--- src/rtl/data_arb_pkg.sv ---
// Shared types and constants for the two-master data-bus arbiter.
package data_arb_pkg;

  typedef enum logic {
    ARB_IDLE = 1'b0,
    ARB_RESP = 1'b1
  } arb_state_e;

  localparam logic M_CORE = 1'b0;
  localparam logic M_DMA  = 1'b1;

endpackage

--- src/rtl/arb_pick2.sv ---
// Combinational two-way picker.
// With DATA_ARB_RR_EN defined, contention goes to the master that did not win last.
// Without it, master 0 always wins contention and `last` is ignored.
module arb_pick2
  import data_arb_pkg::*;
(
  input  logic [1:0] req,
  input  logic       last,
  output logic       winner,
  output logic       any
);

`ifndef DATA_ARB_RR_EN
  // Fixed-priority build has no use for the history bit.
  logic unused_last;
  assign unused_last = last;
`endif

  // Pick one requester; a lone requester always wins.
  always_comb begin
    // NOTE: every output gets a default first so no path leaves it unassigned (no latch).
    any    = |req;
    winner = M_CORE;
    if (req == 2'b10) begin
      winner = M_DMA;
    end else if (req == 2'b11) begin
`ifdef DATA_ARB_RR_EN
      winner = ~last;
`else
      winner = M_CORE;
`endif
    end
  end

endmodule

--- src/rtl/data_arbiter.sv ---
// Two-master arbiter for the single data-bus slave port (req/gnt/rvalid,
// one outstanding transaction). Master 0 is the core LSU, master 1 the DMA.
// Optional feature macro: DATA_ARB_RR_EN (round-robin contention; otherwise
// fixed priority with master 0 first).
module data_arbiter
  import data_arb_pkg::*;
#(
  parameter int ADDR_W = 32,
  parameter int DATA_W = 32
) (
  input  logic                clk_i,
  input  logic                rst_ni,
  input  logic                m0_req_i,
  input  logic                m0_we_i,
  input  logic [DATA_W/8-1:0] m0_be_i,
  input  logic [ADDR_W-1:0]   m0_addr_i,
  input  logic [DATA_W-1:0]   m0_wdata_i,
  output logic                m0_gnt_o,
  output logic                m0_rvalid_o,
  output logic [DATA_W-1:0]   m0_rdata_o,
  input  logic                m1_req_i,
  input  logic                m1_we_i,
  input  logic [DATA_W/8-1:0] m1_be_i,
  input  logic [ADDR_W-1:0]   m1_addr_i,
  input  logic [DATA_W-1:0]   m1_wdata_i,
  output logic                m1_gnt_o,
  output logic                m1_rvalid_o,
  output logic [DATA_W-1:0]   m1_rdata_o,
  output logic                s_req_o,
  output logic                s_we_o,
  output logic [DATA_W/8-1:0] s_be_o,
  output logic [ADDR_W-1:0]   s_addr_o,
  output logic [DATA_W-1:0]   s_wdata_o,
  input  logic                s_gnt_i,
  input  logic                s_rvalid_i,
  input  logic [DATA_W-1:0]   s_rdata_i,
  output logic                busy_o,
  output logic                owner_o
);

  arb_state_e state_q, state_d;
  logic       owner_q;
  logic       last_q;
  logic       winner;
  logic       any;
  logic       idle;
  logic       resp;
  logic       take;

  arb_pick2 u_pick (
    .req    ({m1_req_i, m0_req_i}),
    .last   (last_q),
    .winner (winner),
    .any    (any)
  );

  // Pass-throughs are gated by reset so every output is 0 while rst_ni is low.
  assign idle = rst_ni && (state_q == ARB_IDLE);
  assign resp = rst_ni && (state_q == ARB_RESP);
  assign take = s_req_o & s_gnt_i;

  // State register.
  always_ff @(posedge clk_i or negedge rst_ni) begin
    // NOTE: sequential state uses non-blocking assignments so all registers update together.
    if (!rst_ni) state_q <= ARB_IDLE;
    else         state_q <= state_d;
  end

  // Next state: leave IDLE on an accepted address phase, leave RESP on the response.
  always_comb begin
    state_d = state_q;
    case (state_q)
      ARB_IDLE: if (take)       state_d = ARB_RESP;
      ARB_RESP: if (s_rvalid_i) state_d = ARB_IDLE;
    endcase
  end

  // Remember who owns the outstanding transaction so the response goes back to it.
  always_ff @(posedge clk_i or negedge rst_ni) begin
    if (!rst_ni)   owner_q <= M_CORE;
    else if (take) owner_q <= winner;
  end

`ifdef DATA_ARB_RR_EN
  // Round-robin history: resets to master 1 so master 0 wins the first contention.
  always_ff @(posedge clk_i or negedge rst_ni) begin
    if (!rst_ni)   last_q <= M_DMA;
    else if (take) last_q <= winner;
  end
`else
  assign last_q = M_DMA;
`endif

  // Address phase: whole field set of the winner, never mixed; zero when idle.
  always_comb begin
    s_req_o   = idle & any;
    s_we_o    = 1'b0;
    s_be_o    = '0;
    s_addr_o  = '0;
    s_wdata_o = '0;
    if (s_req_o) begin
      if (winner == M_DMA) begin
        s_we_o    = m1_we_i;
        s_be_o    = m1_be_i;
        s_addr_o  = m1_addr_i;
        s_wdata_o = m1_wdata_i;
      end else begin
        s_we_o    = m0_we_i;
        s_be_o    = m0_be_i;
        s_addr_o  = m0_addr_i;
        s_wdata_o = m0_wdata_i;
      end
    end
  end

  // Grants go only to the winner; responses only to the owner, and only in RESP.
  always_comb begin
    m0_gnt_o    = take & (winner == M_CORE);
    m1_gnt_o    = take & (winner == M_DMA);
    m0_rvalid_o = resp & s_rvalid_i & (owner_q == M_CORE);
    m1_rvalid_o = resp & s_rvalid_i & (owner_q == M_DMA);
    m0_rdata_o  = {DATA_W{m0_rvalid_o}} & s_rdata_i;
    m1_rdata_o  = {DATA_W{m1_rvalid_o}} & s_rdata_i;
  end

  assign busy_o  = (state_q == ARB_RESP);
  assign owner_o = owner_q;

endmodule

--- config.mk ---
export PLATFORM = sky130hd
export DESIGN_NAME = data_arbiter
export DESIGN_NICKNAME = d
export VERILOG_FILES = /design/src/rtl/data_arb_pkg.sv /design/src/rtl/arb_pick2.sv /design/src/rtl/data_arbiter.sv
export SDC_FILE = /design/constraint.sdc
export NUM_CORES = 1
export LEC_CHECK = 0
export BUFFER_PORTS_ARGS = -buffer_cell sky130_fd_sc_hd__buf_2
export CAP_MARGIN = 0
export CELL_PAD_IN_SITES_DETAIL_PLACEMENT = 0
export CELL_PAD_IN_SITES_GLOBAL_PLACEMENT = 2
export CORE_UTILIZATION = 11
export CTS_CLUSTER_SIZE = 40
export DETAILED_ROUTE_END_ITERATION = 7
export GPL_TIMING_DRIVEN = 0
export PLACE_DENSITY_LB_ADDON = 0.2
export SYNTH_ARGS = -nofsm -noshare
export SYNTH_HDL_FRONTEND = slang
export SYNTH_SLANG_ARGS = --single-unit
--- constraint.sdc ---
create_clock -name clk_i -period 1.8 [get_ports clk_i]
set_clock_uncertainty 0.1 [all_clocks]
set_input_delay 0.36 -clock clk_i [delete_from_list [all_inputs] [get_ports clk_i]]
set_output_delay 0.36 -clock clk_i [all_outputs]
set_load 0.02 [all_outputs]
==> impl_results.md <==
- Post-route setup slack: -0.0949 ns
- DRC viols: 0
- Switching part of the total: 42.0%
- Avg Synthesized Cell Area: 6.11 sq um
- Sw Pwr: 772 uW
- Reg2Reg Depth: 4
- Final RePlAce weighted congestion: 0.713
- H-tree Lvls: 1
- Reg area: 50.0 sq um
- Worst-path clk slew: 0.03 ns
- Combinational fraction of design power: 78.5%
- Core Rows: 48
- Core area: 0.0175 sq mm
- Vias in the first global route: 3476
- EDFF count, synth: 0
- NumNets Final: 842
- CP max FO: 7
- Mean routed wirelength per cell: 15.6 microns
- Final Max Slew Viols: 0
- Syn Std Cell Area: 0.00198 sq mm
- Crit start category: flop
- Syn Inst Count: 325
- Fin. Hold Viols: 0
- Post-synth ARST share: 100%
- Worst slack at placement: -0.0804 ns
- Max Cap Viol: 0
- Pwr/cell area: 314 mW/mm^2
- IO buf count: 313
- Post-synth top flop: dfrtp_1
- Die width: 136 microns
- Hold Crit Class: in2reg
- P_leak: 0.00267 uW
- Kind of critical path: reg2out
- N_diodes: 0
- Worst reg2reg path startpoint: busy_o$_DFF_PN0_
- All-layer global routing usage: 12.3%
- Number of CTS-inserted buffers: 3
- Final setup violation count: 133
- CTS tree: done
- DP Wirelength: 9920 microns
- Area Growth Syn to Fin: 195%
- Peak VDD IR: 0.211 mV
- CP required: 1.34 ns
- Min Tclk post-route: 1.89 ns
- Clock Latency Late Sink: 0.22 ns
- P_int: 1070 uW
- Slew at the pin closest to its max-slew limit: 0.417 ns
- Final WL: 13800 microns
- Unrepaired setup endpoints after global routing: yes
- Fill count: 1860
- Outcome: complete, but fails checks
- Hold path startpoint: s_rvalid_i
- I/O pin cnt: 316
- Crit path DAT: 1.43 ns
- Initial antenna violation count: 0
- Initial DRC count: 59
- Starting Density: 11.4%
- 1st-pass router iterations: 4
- Final ANT Viol Nets: 0
- Yosys cell types: 19
- Clock buffer depth: 2
- Critical Path Start: busy_o$_DFF_PN0_
- Vias per inst: 4.14
- CTS root buffer: clkbuf_16
- Flop and latch count out of synthesis: 2
- Hold_ws: 0.286 ns
- Fmax: 528 MHz
- Synth Net Count: 501
- DR vias: 3677
- Die ar.: 0.0186 sq mm
- GRT overflow: 0
- Seq/Total Area, Yosys: 2.52%
- First-pass GRT wire length: 17900 microns
- Hold Crit Endpoint: busy_o$_DFF_PN0_
- Internal reg-to-reg setup slack: 0.47 ns
- Footprint of the multi-input gates: 0.00238 sq mm
- Clock sinks: 2
- Share of cells above drive strength 1: 75.9%
- Sequential share of power: 3.2%
- Period utilization: 105%
- Pin count of the biggest net entering global routing: 11
- Die Y: 136 microns
- Failing checks: negative setup slack
- Synth warnings: 0
- Hold Path Depth: 2
- Clock power frac: 18.3%
- Worst setup EP type: output pin
- Reg-to-reg endpoint: busy_o$_DFF_PN0_
- Relative slew margins: 72.2%
-- cell usage in the layout (no fill, tap or decap), drive strengths merged --
cell	synthesis	final
and4	1	1
inv	3	3
nand3b	69	69
nor2	6	6
o32ai	1	1
dlygate4sd3	0	1
and4b	1	1
a2bb2oi	1	1
clkbuf	5	17
nand4b	1	1
and2	62	62
a21oi	69	69
nand2	70	70
nand4	1	1
buf	32	358
nand2b	1	1
dfrtp	2	2
-- area by class of cell --
type / count / share of cell area [%]
flip-flops and latches: 2 / 0.855
inverters: 3 / 0.192
plain buffers: 37 / 6.69
well taps: 225 / 4.81
repair buffers: 336 / 45.5
multi-input cells: 283 / 40.7
clock buffers: 3 / 1.28
-- logic make-up after synthesis --
logic type | Yosys count | share of synthesized area, %
flip-flops | 2 | 2.52
buffers and inverters | 40 | 16.1
AO/OA/AOI/OAI | 71 | 18.3
AND/OR/NAND/NOR | 212 | 63.1
-- worst max path at each step --
| stage | end | depth (start not counted) |
|---|---|---|
| floorplan | s_wdata_o[23] | 4 |
| global placement | s_wdata_o[24] | 5 |
| detailed placement | s_wdata_o[24] | 5 |
| CTS | s_wdata_o[30] | 5 |
| global route | m1_rdata_o[0] | 5 |
| finish | m1_rdata_o[0] | 5 |
-- synth_stat cells, types with 2 or more instances --
cell type	n	area (sq um)
nor2_1	6	22.5
buf_2	7	35.0
and2_2	11	82.6
inv_1	3	11.3
a21oi_1	69	345
and2_1	51	319
clkbuf_1	5	18.8
buf_6	18	203
buf_4	7	52.6
nand3b_1	69	518
dfrtp_1	2	50.1
nand2_1	70	263
-- critical path, cell delays in order, from the launching register on --
cell	delay [ns]
dfrtp_1	0.40
buf_6	0.12
and4_4	0.30
buf_4	0.14
and2_1	0.14
buf_6	0.12
-- registers in the layout, summed over array words and instances, names as in the netlist --
name     cells
busy_o       1
owner_o      1
-- per-stage QoR --
stage / util, % / setup TNS (ns) / std cells / power (uW) / area (sq um)
6_report: 33.5 / -8.77 / 889 / 1840 / 5860
5_1_grt: 33.5 / -16.10 / 889 / 1940 / 5860
4_1_cts: 26.3 / -7.31 / 879 / 1460 / 4600
3_5_place_dp: 21.9 / -0.234 / 863 / 972 / 3830
3_3_place_gp: 21.9 / -0.117 / 863 / 969 / 3830
2_1_floorplan: - / 0 / 325 / 558 / 1980
-- timing repair --
item / 4_1_cts / 5_1_grt
endpoints found under the setup margin: 129 / 133
cloned: 4 / 9
pin swaps: 15 / 42
endpoints found under the hold margin: 2 / 0
setup buffers: 8 / 1
gates resized for setup: 215 / 247
hold buffers: 1 / 0
-- metal layers --
metal	GRT usage, %	up-vias	share of wire, %
met4	1.36	0	0.59
met2	26.2	182	58
met1	12.4	1717	34
li1	-	1770	-
met5	0	-	0
met3	2.24	8	7.3
-- power by group through the flow --
stage                     combinational [uW]  clock (uW)  sequential [uW]
after global placement                   907           0             62.6
after detailed placement                 909           0             63.0
final                                   1440         336             58.1
after global routing                    1540         343             59.3
after floorplan                          487           0             70.6
after CTS                               1060         340             57.1
Power figures use the tool's default switching activity.
